**src/rtl/pipeline_ctrl_pkg.sv**
```systemverilog
// Shared types and constants for the pipeline hazard controller.
package pipeline_ctrl_pkg;

  typedef enum logic [1:0] {
    RUN      = 2'd0,
    MEM_WAIT = 2'd1,
    ERROR    = 2'd2
  } state_e;

  localparam logic [4:0] REG_X0          = 5'd0;
  localparam int         TIMEOUT_DEFAULT = 15;
  localparam int         WAIT_W          = 5;

endpackage

```
**src/rtl/pipeline_hazard_ctrl_load_use_detect.sv**
```systemverilog
// Load-use detector: a load in EX whose destination feeds a source of the
// instruction in ID. Writes to x0 never create a dependency.
module load_use_detect
  import pipeline_ctrl_pkg::*;
(
  input  logic       id_ex_mem_read,
  input  logic [4:0] id_ex_reg_rd,
  input  logic [4:0] if_id_reg_rs1,
  input  logic [4:0] if_id_reg_rs2,
  output logic       load_use
);

  assign load_use = id_ex_mem_read && (id_ex_reg_rd != REG_X0) &&
                    ((id_ex_reg_rd == if_id_reg_rs1) || (id_ex_reg_rd == if_id_reg_rs2));

endmodule

```
**src/rtl/pipeline_hazard_ctrl.sv**
```systemverilog
// Central stall/flush controller for the 5-stage pipeline: load-use stalls,
// taken-branch flushes, data-memory wait freezes with a sticky timeout error.
module pipeline_hazard_ctrl
  import pipeline_ctrl_pkg::*;
#(
  parameter int TIMEOUT = TIMEOUT_DEFAULT,
  parameter int CNT_W   = 32
) (
  input  logic             clk,
  input  logic             reset,
  input  logic             ID_EX_MemRead,
  input  logic [4:0]       ID_EX_Reg_Rd,
  input  logic [4:0]       IF_ID_Reg_Rs1,
  input  logic [4:0]       IF_ID_Reg_Rs2,
  input  logic             branch_taken_E,
  input  logic             dmem_req_M,
  input  logic             dmem_ready,
  output logic             stall_F,
  output logic             stall_D,
  output logic             stall_E,
  output logic             stall_M,
  output logic             flush_D,
  output logic             flush_E,
  output logic             bubble_W,
  output logic             mem_err,
  output logic [CNT_W-1:0] stall_cycles,
  output logic [CNT_W-1:0] flush_count
);

  localparam logic [WAIT_W-1:0] TIMEOUT_CNT = WAIT_W'(TIMEOUT);

  state_e              state_q, state_d;
  logic [WAIT_W-1:0]   wait_cnt_q, wait_cnt_d;
  logic                mem_err_q, mem_err_d;
  logic [CNT_W-1:0]    stall_cycles_q, stall_cycles_d;
  logic [CNT_W-1:0]    flush_count_q, flush_count_d;

  logic load_use;
  logic mem_wait_now;
  logic mem_stall;
  logic any_stall;
  logic any_flush;

  load_use_detect u_load_use_detect (
    .id_ex_mem_read (ID_EX_MemRead),
    .id_ex_reg_rd   (ID_EX_Reg_Rd),
    .if_id_reg_rs1  (IF_ID_Reg_Rs1),
    .if_id_reg_rs2  (IF_ID_Reg_Rs2),
    .load_use       (load_use)
  );

  assign mem_wait_now = dmem_req_M && !dmem_ready;
  assign mem_stall    = mem_wait_now || (state_q == ERROR);

  // A frozen EX keeps its branch, so the flush is deferred until the wait ends.
  always_comb begin
    // NOTE: every output gets a default first so no path leaves it unassigned (no latch).
    stall_F  = 1'b0;
    stall_D  = 1'b0;
    stall_E  = 1'b0;
    stall_M  = 1'b0;
    flush_D  = 1'b0;
    flush_E  = 1'b0;
    bubble_W = 1'b0;
    if (!reset) begin
      if (mem_stall) begin
        stall_F  = 1'b1;
        stall_D  = 1'b1;
        stall_E  = 1'b1;
        stall_M  = 1'b1;
        bubble_W = 1'b1;
      end else if (branch_taken_E) begin
        flush_D = 1'b1;
        flush_E = 1'b1;
      end else if (load_use) begin
        stall_F = 1'b1;
        stall_D = 1'b1;
        flush_E = 1'b1;
      end
    end
  end

  assign any_stall = stall_F || stall_D || stall_E || stall_M;
  assign any_flush = flush_D || flush_E;

  always_comb begin
    state_d        = state_q;
    wait_cnt_d     = wait_cnt_q;
    mem_err_d      = mem_err_q;
    stall_cycles_d = stall_cycles_q + {{(CNT_W-1){1'b0}}, any_stall};
    flush_count_d  = flush_count_q  + {{(CNT_W-1){1'b0}}, any_flush};
    unique case (state_q)
      RUN: begin
        if (mem_wait_now) begin
          state_d    = MEM_WAIT;
          wait_cnt_d = WAIT_W'(1);
        end
      end
      MEM_WAIT: begin
        if (dmem_ready || !dmem_req_M) begin
          state_d    = RUN;
          wait_cnt_d = '0;
        end else if ((TIMEOUT != 0) && (wait_cnt_q == TIMEOUT_CNT)) begin
          state_d   = ERROR;
          mem_err_d = 1'b1;
        end else if (wait_cnt_q != '1) begin
          wait_cnt_d = wait_cnt_q + WAIT_W'(1);
        end
      end
      ERROR:   state_d = ERROR;
      default: state_d = RUN;
    endcase
  end

  // NOTE: sequential state uses non-blocking assignments so all flops update together.
  always_ff @(posedge clk) begin
    if (reset) begin
      state_q        <= RUN;
      wait_cnt_q     <= '0;
      mem_err_q      <= 1'b0;
      stall_cycles_q <= '0;
      flush_count_q  <= '0;
    end else begin
      state_q        <= state_d;
      wait_cnt_q     <= wait_cnt_d;
      mem_err_q      <= mem_err_d;
      stall_cycles_q <= stall_cycles_d;
      flush_count_q  <= flush_count_d;
    end
  end

  assign mem_err      = mem_err_q;
  assign stall_cycles = stall_cycles_q;
  assign flush_count  = flush_count_q;

endmodule
```
**config.mk**
```make
export PLATFORM = sky130hd
export DESIGN_NAME = pipeline_hazard_ctrl
export DESIGN_NICKNAME = d
export VERILOG_FILES = /design/src/rtl/pipeline_ctrl_pkg.sv /design/src/rtl/pipeline_hazard_ctrl_load_use_detect.sv /design/src/rtl/pipeline_hazard_ctrl.sv
export SDC_FILE = /design/constraint.sdc
export NUM_CORES = 1
export LEC_CHECK = 0
export CAP_MARGIN = 15
export CORE_MARGIN = 2
export CORE_UTILIZATION = 35
export DETAILED_ROUTE_END_ITERATION = 8
export PLACE_DENSITY_LB_ADDON = 0.12
export SLEW_MARGIN = 15
export SYNTH_ARGS = -nofsm -noshare
export SYNTH_HDL_FRONTEND = slang
export SYNTH_HIERARCHICAL = 1
export SYNTH_SLANG_ARGS = --single-unit
```
**constraint.sdc**
```tcl
create_clock -name clk -period 4.3 [get_ports clk]
set_clock_uncertainty 0.1 [all_clocks]
set_input_delay 0.86 -clock clk [delete_from_list [all_inputs] [get_ports clk]]
set_output_delay 0.86 -clock clk [all_outputs]
set_load 0.1 [all_outputs]
```
==> Word-level counts from Yosys, hierarchy flattened <==
Index checks and enable logic that the tools add are counted.
{ "word_totals": {"reg_bits": 72, "inputBits": 21, "out_inout_bits": 72, "elab_cells": 57} }
{ "classes": {"add_sub_neg": 3, "eq_ne": 10, "muxes": 21, "bitwise": 1, "n_reduce_logical": 17} }
{ "ops": {"columns": ["cell", "count"], "rows": [
  ["$add 32x1->32", 2],
  ["$mux 5", 4],
  ["$mux 1", 12],
  ["$eq 5x5->1", 2],
  ["$pmux 5 s2", 1],
  ["$ne 3x3->1 const B", 3],
  ["$logic_or 1x1->1", 6],
  ["$mux 2", 3],
  ["$pmux 2 s3", 1],
  ["$add 5x1->5 const B", 1],
  ["$eq 5x4->1 const B", 1],
  ["$ne 5x5->1 const B", 1],
  ["$reduce_bool 5->1", 1],
  ["$reduce_and 4->1", 1],
  ["$logic_and 1x1->1", 3],
  ["$reduce_and 3->1", 1],
  ["$eq 2x1->1 const B", 1],
  ["$eq 2x2->1 const B", 1],
  ["$logic_not 1->1", 2],
  ["$logic_not 2->1", 1],
  ["$ne 2x2->1 const B", 1],
  ["$reduce_and 2->1", 1],
  ["$reduce_bool 2->1", 1],
  ["$not 1->1", 1]
]} }

==> Logic depth before layout (Yosys ltp) <==
{ "logic_depth": {"ltp_word": 10, "ltp_mapped": 14, "depth_no_buf": 12} }

==> Cells and area by module <==
The synthesis kept the hierarchy.
{ "by_module_without_submodules": {"columns": ["mod", "instances", "cells_each", "area_per_inst_um2", "seq_area_each_um2"], "rows": [
  ["pipeline_hazard_ctrl", 1, 403, 3448.3, 1441.4],
  ["load_use_detect", 1, 17, 125.1, 0.0]
]} }

==> Least setup slack after synthesis <==
OpenSTA, ideal clock, no wires.
{ "synth_timing": {"kind": "input to output", "start": "input ID_EX_Reg_Rd[0]", "end": "output stall_F", "t_arrival_ns": 3.544, "required_time_ns": 3.340, "slack_ns": -0.204, "path_stages": 7, "path_buffers": 1, "path_cell_list": "xor2_1 > nor3_1 > nand3_1 > a21oi_1 > nand2b_1 > a21oi_1 > buf_4"} }
{ "synth_between": {"elab_chain_cells": 7, "word_cells_on_any_way": 10, "cone_classes": "eq/ne: 2; mux: 4; reduce/logical: 4"} }
{ "synth_lines": {"columns": ["item", "line_no", "rtl"], "rows": [
  ["start, declared", "pipeline_hazard_ctrl.sv:12", "input logic [4:0] ID_EX_Reg_Rd,"],
  ["$eq 5x5->1 / $reduce_bool 5->1 (equally long branches)", "pipeline_hazard_ctrl_load_use_detect.sv:14, pipeline_hazard_ctrl_load_use_detect.sv:13", null],
  ["$logic_or 1x1->1 / $logic_and 1x1->1 (equally long branches)", "pipeline_hazard_ctrl_load_use_detect.sv:14, pipeline_hazard_ctrl_load_use_detect.sv:13", null],
  ["$logic_and 1x1->1 *", "pipeline_hazard_ctrl_load_use_detect.sv:13", "assign load_use = id_ex_mem_read && (id_ex_reg_rd != REG_X0) &&"],
  ["net load_use", "pipeline_hazard_ctrl.sv:38", "logic load_use;"],
  ["$mux 1 * (4 in series)", null, null],
  ["end, declared", "pipeline_hazard_ctrl.sv:18", "output logic stall_F,"]
]} }
Mark *: on every way through the listed nets, which the timed path passes. The rest lies on a longest branch.

==> Final worst setup path <==
{ "layout_timing": {"start": "input ID_EX_Reg_Rd[0]", "end": "register stall_cycles_q[30] (netlist: stall_cycles[30])"} }
{ "layout_between": {"elab_chain_cells": 10, "word_cells_on_any_way": 13, "cone_classes": "add/sub: 1; eq/ne: 2; mux: 4; reduce/logical: 6"} }
{ "layout_lines": {"columns": ["item", "line_no", "rtl"], "rows": [
  ["$eq 5x5->1 / $reduce_bool 5->1 (equally long branches)", "pipeline_hazard_ctrl_load_use_detect.sv:14, pipeline_hazard_ctrl_load_use_detect.sv:13", null],
  ["$logic_or 1x1->1 / $logic_and 1x1->1 (equally long branches)", "pipeline_hazard_ctrl_load_use_detect.sv:14, pipeline_hazard_ctrl_load_use_detect.sv:13", null],
  ["$logic_and 1x1->1 *", "pipeline_hazard_ctrl_load_use_detect.sv:13", null],
  ["net load_use", "pipeline_hazard_ctrl.sv:38", null],
  ["$mux 1 *", "pipeline_hazard_ctrl.sv:75", "end else if (load_use) begin"],
  ["$mux 1 *", "pipeline_hazard_ctrl.sv:72", "end else if (branch_taken_E) begin"],
  ["$mux 1 *", "pipeline_hazard_ctrl.sv:66", "if (mem_stall) begin"],
  ["$mux 1 *", "pipeline_hazard_ctrl.sv:65", "if (!reset) begin"],
  ["$logic_or 1x1->1 * (2 in series)", "pipeline_hazard_ctrl.sv:83", "assign any_stall = stall_F || stall_D || stall_E || stall_M;"],
  ["$add 32x1->32 *", "pipeline_hazard_ctrl.sv:90", "stall_cycles_d = stall_cycles_q + {{(CNT_W-1){1'b0}}, any_stall};"],
  ["end signal, assigned", "pipeline_hazard_ctrl.sv:127", "stall_cycles_q <= stall_cycles_d;"],
  ["end, declared", "pipeline_hazard_ctrl.sv:35", "logic [CNT_W-1:0] stall_cycles_q, stall_cycles_d;"]
]} }
Marks and branches as above.
A chain may end at the register's enable or synchronous reset.

==> out/metrics.cfg <==
[grt]
antenna_found_initial = 0
grt_max_degree = 75
grt_pass1_vias = 3110
grtUsageTotal_pct = 15.79
grt-ovfl-total = 0
grt_pass1_wl_mm = 14.41

[floorplan]
row_count = 36
core_area_um2 = 9864
io_pins = 93
design.die.area_um2 = 11030
die_w_um = 105.0
start_util_pct = 36.23
die_h_um = 105.0

[sta]
hold_viol_final = 0
fmax_mhz = 251.4
relSlewSlack_pct = 32.83
holdWs_ps = 376.9
period_needed_ps = 3977
rsz0062_at_grt = false
worst_slack_ps = 322.7
setup_viol_count_final = 0
finalCritPeriodShare_pct = 92.50
worst_pin_slew_ps = 1004
maxSlewViolCount = 0

[place]
io_buffers = 92
place_inst = 633
hpwl_mm = 6.148
pre_cts_slack_ps = -60.28
placed_cell_area_um2 = 4644
place.gp.congestion = 0.7878

[yosys]
ys_warn_count = 6
synth_cell_types = 40
synth.largest_area_cell = dfxtp_1
synthTopCellsByCount = dfxtp_1, a21oi_1, nor2_1
synth_top_family_by_area = simple AND/OR/NAND/NOR gates
synth_seq_area_share_pct = 40.34
synthMuxAreaShare_pct = 1.541
netlist_instances = 420
synth-edff-count = 0
synth_fa_ha_area_share_pct = 2.451
synth-simple-area-share_pct = 29.83
synth-xor-area-share_pct = 8.824
synth_top_cell_area_share_pct = 40.34
yosys.cell_count.top_type = dfxtp_1
synth-main-ff-cell = dfxtp_1
async_reset_ff_share_pct = 0
synthTopCellsByArea = dfxtp_1, a21oi_1, xnor2_1, xor2_1, or4_1
synthesis.area_um2 = 3573
synth_fp_nets = 448
syn_area_per_cell_um2 = 8.508
ys_seq_elements = 72
synth_compound_area_share_pct = 13.06

[power_and_ir_drop]
power_density_nw_per_um2 = 278.7
p_leak_uw = 0.001581
ir_drop_mv = 0.1475
total_power_uw = 1355

[clock_tree]
cts_root_buf = clkbuf_8
cts_resized = 0
h-tree-depth = 3
cts.sinks = 72
cts-hold-fix-buffers = 0
cts_buffers = 9
clk_pin_slew_worst_paths_ps = 70
cts_tree = yes
clock_latency_ps = 350
post_cts_buffers = 0
clockBufferDepth = 2

[route]
wl_mm = 8.677
first_iter_violations = 157
vias_per_cell = 5.239
drt_first_pass_iters = 4
routedWlPerCell_um = 13.37
drc_errors = 0
postRouteAntennaNets = 0
vias = 3400

[setup_path]
end_kind = register
worstPathMaxFanout = 16
critPathRequiredTime_ps = 4470
startpoint_type = primary input
arrival_ps = 4150
path_class = primary input to register

[run_status]
status = finished clean

[cells_and_area]
multi_input_area_um2 = 2004
design_area_um2 = 4861
area_growth_pct = 36.03
antennaDiodeCount = 0
fill_cells = 960
drive_above_1_share_pct = 7.946
regArea_um2 = 1441
nets = 539
fin_cells = 649

[job]
max-cap-violations = 0

[worst_hold_path]
hp-class = register to register

layout make-up:
cell class,instances,area share (%)
multi-input cells,317,41.24
flip-flops and latches,72,29.65
repair buffers,102,20.54
well taps,133,3.423
clock buffers,12,3.398
clock inverters,4,1.055
inverters,9,0.6950
critical path, cell delays in order:
cell,delay (ps)
clkdlybuf4s50_1,470
xor2_1,180
nor3_1,190
nand3_1,90
a21oi_1,200
nand2b_1,120
a21oi_1,170
ha_1,200
ha_1,200
nand3_1,110
or4_1,760
or4_1,470
a21oi_1,150
kinds of logic after synthesis:
kind of cell / after synthesis
buffers and inverters: 31
adders and majority gates: 7
and+or+nand+nor: 186
AOI/OAI and AO/OA: 83
DFF: 72
xor gates and xnor gates: 36
muxes: 5
through the flow:
stage | util (%) | setup TNS, ps
3_5_place_dp | 47.08 | -151.5
6_report | 49.28 | 0
5_1_grt | 49.28 | 0
2_1_floorplan | - | 0
3_3_place_gp | 47.08 | 0
4_1_cts | 49.28 | 0
registers in the layout (all words and copies together), names as in the netlist:
register / cells
flush_count: 32
stall_cycles: 32
wait_cnt_q: 5
state_q: 2
mem_err: 1
per-layer routing:
metal	share of wire, %	GRT usage [%]	vias to the layer above
met5	0	0	-
met4	1.4	5.143	0
met3	5.3	4.928	9
met2	46	24.35	66
met1	48	20.92	1599
li1	-	-	1726
placed cells by master (no fill, tap or decap), types with 10 or more instances in the layout:
master,instances
dfxtp_1,72
or3_1,18
clkbuf_8,12
xnor2_1,18
o31ai_1,17
nand4_1,19
a21oi_1,40
nor2_1,35
and4_1,10
o21ai_0,21
xor2_1,18
or4_1,19
clkdlybuf4s50_1,84
nand2_1,24
buf_4,15
nand3_1,19
path summary, 6_finish.rpt:
check	endpoint	from	cells after the start	slack [ps]
max	stall_cycles[30]	ID_EX_Reg_Rd[0]	13	320
min	mem_err	mem_err	2	380
max reg2reg	stall_cycles[30]	state_q[1]	8	1330
min reg2reg	mem_err	mem_err	2	380
power breakdown:
group / internal [uW] / switching (uW) / leakage, uW
logic: 37.6 / 70.1 / 0.000892
clock network: 316 / 259 / 0.000109
registers: 669 / 3.07 / 0.000580
total: 1020 / 332 / 0.00158
(Power assumes the default switching activity.)
